===== src/rtl/csr_bridge.sv =====
// Byte-command CSR bus initiator; 4 cycles from last command byte to first response byte when granted at once.
// Stalls rx while a command is in flight; tx bytes are held until accepted. Optional idle timeout: CSR_BRIDGE_TIMEOUT_EN.
module csr_bridge #(
    parameter int TIMEOUT_CYCLES = 5_000_000
) (
    input  logic        clk,
    input  logic        rst,
    input  logic [7:0]  rx_data,
    input  logic        rx_valid,
    output logic        rx_ready,
    output logic [7:0]  tx_data,
    output logic        tx_valid,
    input  logic        tx_ready,
    output logic        bus_req,
    input  logic        bus_gnt,
    output logic        csr_read,
    output logic [2:0]  csr_modify,
    output logic [31:0] csr_wdata,
    output logic [11:0] csr_addr,
    input  logic [31:0] csr_rdata,
    input  logic        csr_valid
);
    typedef enum logic [2:0] {
        S_IDLE, S_ADDR, S_DATA, S_REQ, S_ACCESS, S_SAMPLE, S_RESP
    } state_t;

    localparam logic [7:0] ACK = 8'h06;
    localparam logic [7:0] NAK = 8'h15;

    state_t      state;
    logic [1:0]  op;
    logic [11:0] addr_q;
    logic [31:0] data_q;
    logic [1:0]  cnt;
    logic [31:0] old_val;
    logic [2:0]  resp_left;
    logic        opc_ok;
    logic [1:0]  opc_code;
    logic        tmo_hit;

    wire rx_fire = rx_valid & rx_ready;

    always_comb begin
        opc_ok   = 1'b1;
        opc_code = 2'd0;
        case (rx_data)
            8'h52:   opc_code = 2'd0;
            8'h57:   opc_code = 2'd1;
            8'h53:   opc_code = 2'd2;
            8'h43:   opc_code = 2'd3;
            default: opc_ok   = 1'b0;
        endcase
    end

`ifdef CSR_BRIDGE_TIMEOUT_EN
    localparam int TW = (TIMEOUT_CYCLES > 1) ? $clog2(TIMEOUT_CYCLES) : 1;
    logic [TW-1:0] tmo_cnt;
    wire in_cmd = (state == S_ADDR) || (state == S_DATA);

    // An accepted byte always wins over an expiry in the same cycle.
    assign tmo_hit = in_cmd && !rx_fire && (tmo_cnt == TW'(TIMEOUT_CYCLES - 1));

    always_ff @(posedge clk or posedge rst) begin
        if (rst)
            tmo_cnt <= '0;
        else if (in_cmd && !rx_fire && !tmo_hit)
            tmo_cnt <= tmo_cnt + 1'b1;
        else
            tmo_cnt <= '0;
    end
`else
    localparam int unused_timeout = TIMEOUT_CYCLES;
    assign tmo_hit = 1'b0;
`endif

    always_ff @(posedge clk or posedge rst) begin
        if (rst) begin
            state      <= S_IDLE;
            op         <= 2'd0;
            addr_q     <= '0;
            data_q     <= '0;
            cnt        <= '0;
            old_val    <= '0;
            resp_left  <= '0;
            rx_ready   <= 1'b1;
            tx_valid   <= 1'b0;
            tx_data    <= '0;
            bus_req    <= 1'b0;
            csr_read   <= 1'b0;
            csr_modify <= '0;
            csr_wdata  <= '0;
            csr_addr   <= '0;
        end else begin
            case (state)
                S_IDLE: if (rx_fire) begin
                    cnt <= '0;
                    if (opc_ok) begin
                        op    <= opc_code;
                        state <= S_ADDR;
                    end else begin
                        state     <= S_RESP;
                        rx_ready  <= 1'b0;
                        tx_valid  <= 1'b1;
                        tx_data   <= NAK;
                        resp_left <= '0;
                    end
                end
                S_ADDR: if (tmo_hit) begin
                    state <= S_IDLE;
                end else if (rx_fire) begin
                    // Upper nibble of the first address byte falls off the top.
                    addr_q <= {addr_q[3:0], rx_data};
                    cnt    <= cnt + 2'd1;
                    if (cnt == 2'd1) begin
                        cnt <= '0;
                        if (op == 2'd0) begin
                            state    <= S_REQ;
                            rx_ready <= 1'b0;
                            bus_req  <= 1'b1;
                        end else begin
                            state <= S_DATA;
                        end
                    end
                end
                S_DATA: if (tmo_hit) begin
                    state <= S_IDLE;
                end else if (rx_fire) begin
                    data_q <= {data_q[23:0], rx_data};
                    cnt    <= cnt + 2'd1;
                    if (cnt == 2'd3) begin
                        state    <= S_REQ;
                        rx_ready <= 1'b0;
                        bus_req  <= 1'b1;
                    end
                end
                S_REQ: if (bus_gnt) begin
                    state      <= S_ACCESS;
                    csr_read   <= 1'b1;
                    csr_modify <= {1'b0, op};
                    csr_addr   <= addr_q;
                    csr_wdata  <= data_q;
                end
                S_ACCESS: begin
                    state      <= S_SAMPLE;
                    csr_read   <= 1'b0;
                    csr_modify <= '0;
                end
                S_SAMPLE: begin
                    state    <= S_RESP;
                    bus_req  <= 1'b0;
                    tx_valid <= 1'b1;
                    old_val  <= csr_rdata;
                    if (csr_valid) begin
                        tx_data   <= ACK;
                        resp_left <= 3'd4;
                    end else begin
                        tx_data   <= NAK;
                        resp_left <= 3'd0;
                    end
                end
                S_RESP: if (tx_valid && tx_ready) begin
                    if (resp_left != 3'd0) begin
                        tx_data   <= old_val[31:24];
                        old_val   <= {old_val[23:0], 8'h00};
                        resp_left <= resp_left - 3'd1;
                    end else begin
                        tx_valid <= 1'b0;
                        rx_ready <= 1'b1;
                        state    <= S_IDLE;
                    end
                end
                default: state <= S_IDLE;
            endcase
        end
    end
endmodule

===== config.mk =====
export PLATFORM = sky130hd
export DESIGN_NAME = csr_bridge
export DESIGN_NICKNAME = d
export VERILOG_FILES = /design/src/rtl/csr_bridge.sv
export SDC_FILE = /design/constraint.sdc
export NUM_CORES = 1
export LEC_CHECK = 0
export CAP_MARGIN = 20
export CORE_MARGIN = 2
export CORE_UTILIZATION = 28
export CTS_CLUSTER_SIZE = 12
export DETAILED_ROUTE_END_ITERATION = 10
export PLACE_DENSITY_LB_ADDON = 0.2
export SLEW_MARGIN = 30
export SYNTH_ARGS = -nofsm -noshare
export SYNTH_HDL_FRONTEND = slang
export SYNTH_SLANG_ARGS = --single-unit

===== constraint.sdc =====
create_clock -name clk -period 5 [get_ports clk]
set_clock_uncertainty 0.1 [all_clocks]
set_input_delay 1 -clock clk [delete_from_list [all_inputs] [get_ports clk]]
set_output_delay 1 -clock clk [all_outputs]
set_load 0.03 [all_outputs]

==> results.md <==
* Clock tree from TritonCTS: done
* Clock transition at path regs at around 0.06 ns
* Top cell type by total area after synthesis: sky130_fd_sc_hd__dfrtp_1
* Dominant cell by count in the synthesized netlist: sky130_fd_sc_hd__dfrtp_1
* Worst Setup End Kind: flop
* Worst min path class: flop to flop
* Share of layout cells above drive strength 1 at 0.230
* Ranking of synthesized cells by area: sky130_fd_sc_hd__dfrtp_1 (58%), sky130_fd_sc_hd__mux2_2 (16%), sky130_fd_sc_hd__o21ai_0 (4.3%)
* Num rows at 54
* Final layout net count at about 650
* Post-cts gate resize count at 0
* Routed Wire Length at 13.5 mm
* Relative area change from synthesis to final layout at 31.0%
* TritonCTS Buffers at 17
* Hold slack at ~0.38 ns
* Global-route wire length before repair at about 23 mm
* Share of flip-flops with an asynchronous set or reset after synthesis at 1.00
* Shortest period the worst path allows at around 3.0 ns
* Run status: finished, final reports clean
* HPWL reported at the end of detailed placement at around 9 mm
* Final Hold Vio Count at 0
* R2r worst-path depth at 6
* Cell depth of the worst setup path at 6
* Met2 GRT Util at 0.200
* Die boundary width at ~150 um
* Hold buffers post-CTS at 0
* Number of enable-type register cells in the synthesized netlist at 0
* VDD IR max at 0.000250 V
* Maximum number of pins on one net before global-route repair at 84
* P_leak at around 3.8 nW
* Cells traversed along the worst timing path: clkdlybuf4s50_1, nand4bb_1, or4b_4, o21ai_4, nor2_4, mux2_4
* Max capacitance violation total at 0
* Worst-path fanout max at 17
* Overall global routing resource usage at 0.122
* Number of buffers on the longest clock path at 2
* Share of the yosys chip area belonging to registers at 0.587
* Die footprint at between 0.02 and 0.025 sq mm
* Final setup viols at 0
* Fmax at approximately 0.34 GHz
* Max_slew headroom at 0.354
* Cell with the largest stage delay on the worst path: sky130_fd_sc_hd__or4b_4
* Yosys Warn Count at 0
* Unrepaired setup endpoints after global routing: no
* Synthesized area at slightly above 0.006 sq mm
* Via count of the first global-routing pass at between 4000 and 5000
* GR peak layer: met2
* Number of stages on the worst hold path at 2
* Power density over the cells at 589 mW/mm^2
* Number of levels in the clock H-tree at 4
* Peak per-stage delay on the critical path at 0.61 ns
* Most numerous cell types in the synthesized netlist: sky130_fd_sc_hd__dfrtp_1 (143), sky130_fd_sc_hd__mux2_2 (88), sky130_fd_sc_hd__nand2_1 (60)
* Met1 demand-to-capacity share in global routing at 0.154
* Area of the core region at 0.0217 sq mm
* Initial antenna violation count at 0
* Post-synth top area share at 0.582
* Total of buffers placed on input and output ports at a little over 100
* Critical path startpoint category: primary input
* Clock sinks at ~140
* Critical path buffer and inverter count at 1
* Per-instance average area after synthesis at roughly 12 sq um
* Number of instances in the synthesized netlist at around 500
* Top-level I/O count at roughly 110
* Required @ worst endpoint at just over 5 ns
* Register bit total from synthesis at approximately 140
* Final max-slew violation count at 0
* Effective utilization at floorplan at 0.283
* Kind of critical path: primary input to flop
* Root Buffer: sky130_fd_sc_hd__clkbuf_16
* Number of iterations in the first detailed-routing pass at 5
* Post-Route Setup TNS at 0 ns
* Share of the clock period used by the worst path after layout at 0.596
* Number of diodes added for antenna fixing at 0
* CP delay by family, top: simple AND/OR/NAND/NOR gates
* Chip Height at 152 um
* Distinct cell type count of the synthesized netlist at 46
* Transition time at the pin with the least slew margin at between 0.9 and 1 ns
* Starting DRT DRC Count at roughly 170
* Nets in the synthesized netlist at approximately 550
* DR WL/cell at between 15 and 20 um
* Synth Flop Type: sky130_fd_sc_hd__dfrtp_1
* Vias after detailed routing at ~4000
* Overflow after GRT at 0
* Number of nets with antenna violations after routing at 0
* Post-CTS setup buffer count at 0
* Met3 Track Usage GR at 0.0379
* Final GP Congestion at ~0.73
* Data arrival time of the worst path at 3.17 ns
* Remaining routing DRC violations at 0
* Insertion delay to the later sink of the worst-skew pair at between 0.4 and 0.5 ns
* Detail-routed via count per cell at roughly 4.6
-- final cells by class --
cell class | instances | area [sq um]
sequential | 144 | 3600
fill | 2074 | 13600
clock buffer | 19 | 443
multi-input combinational | 315 | 2400
inverter | 9 | 38.8
clock inverter | 13 | 128
tap | 280 | 350
timing repair buffer | 109 | 1080
-- metrics by stage --
stage	worst slack (ns)	instances	power, mW	area, sq um	utilization
after global placement	1.64	857	3.51	7470	0.344
after global routing	1.84	889	5.06	8050	0.371
after floorplan	0.0354	496	2.95	6140	-
after detailed placement	1.59	857	3.56	7470	0.345
final	2.02	889	4.74	8050	0.371
after CTS	2.02	889	4.82	8050	0.371
-- registers in the layout, indices dropped and copies added (netlist names) --
| name | count |
|---|---|
| tx_data | 8 |
| rx_ready | 1 |
| csr_read | 1 |
| cnt | 2 |
| resp_left | 3 |
| op | 2 |
| csr_wdata | 32 |
| addr_q | 12 |
| state | 3 |
| data_q | 32 |
| csr_addr | 12 |
| old_val | 32 |
| csr_modify | 2 |
| bus_req | 1 |
| tx_valid | 1 |
-- worst min-delay path: stages (launching register included) --
cell                      delay (ns)
sky130_fd_sc_hd__dfrtp_1        0.34
sky130_fd_sc_hd__nand2_1        0.05
sky130_fd_sc_hd__o21ai_0        0.06
-- placed cells by master (no fill, tap or decap), drive strengths merged, types with 2 or more instances in the layout --
| cell type | netlist | routed |
|---|---|---|
| nor2 | 15 | 15 |
| nand4bb | 2 | 2 |
| buf | 17 | 6 |
| nand2 | 60 | 60 |
| or4b | 2 | 2 |
| a21oi | 9 | 9 |
| o21ai | 55 | 55 |
| ha | 5 | 5 |
| mux2i | 25 | 25 |
| mux2 | 91 | 91 |
| dfrtp | 143 | 143 |
| nand3 | 3 | 3 |
| o311ai | 2 | 2 |
| nor3 | 5 | 5 |
| nand2b | 7 | 7 |
| clkbuf | 11 | 19 |
| o22ai | 3 | 3 |
| a31oi | 3 | 3 |
| nand3b | 2 | 2 |
| inv | 9 | 14 |
| clkinv | 0 | 4 |
| clkinvlp | 0 | 3 |
| nor2b | 4 | 4 |
| clkdlybuf4s50 | 0 | 103 |
| o31ai | 7 | 7 |
-- per-layer routing --
metal	wire, um	part of all wire
met1	6120	0.45
met2	6580	0.49
met3	692	0.051
met4	142	0.010
met5	0	0
-- where the power goes --
part | switching, mW | leakage [nW] | internal, mW
registers | 0.317 | 1.91 | 1.55
logic | 0.894 | 1.57 | 0.742
clock network | 0.526 | 0.271 | 0.707
total | 1.74 | 3.75 | 3.00
-- cell families (layout without fill, tap and decap cells) --
| logic type | count (synthesis) | in the layout | synth area share |
|---|---|---|---|
| DFF | 144 | 144 | 0.587 |
| AOI/OAI and AO/OA | 89 | 89 | 0.0862 |
| other | 1 | 1 | 0.000610 |
| and+or+nand+nor | 104 | 104 | 0.0802 |
| buffers and inverters | 37 | 150 | 0.0267 |
| muxes | 116 | 116 | 0.209 |
| adders and majority gates | 5 | 5 | 0.0102 |
-- path summary, 6_finish.rpt --
kind / start / endpoint / slack, ns
max: rx_data[6] / tx_data[1] / 2.02
min: old_val[14] / old_val[14] / 0.38
max reg2reg: state[1] / tx_data[1] / 2.12
min reg2reg: old_val[14] / old_val[14] / 0.38
max in group asynchronous: rst / rx_ready / 2.83
min in group asynchronous: rst / old_val[10] / 1.01
Power figures use the tool's default switching activity.
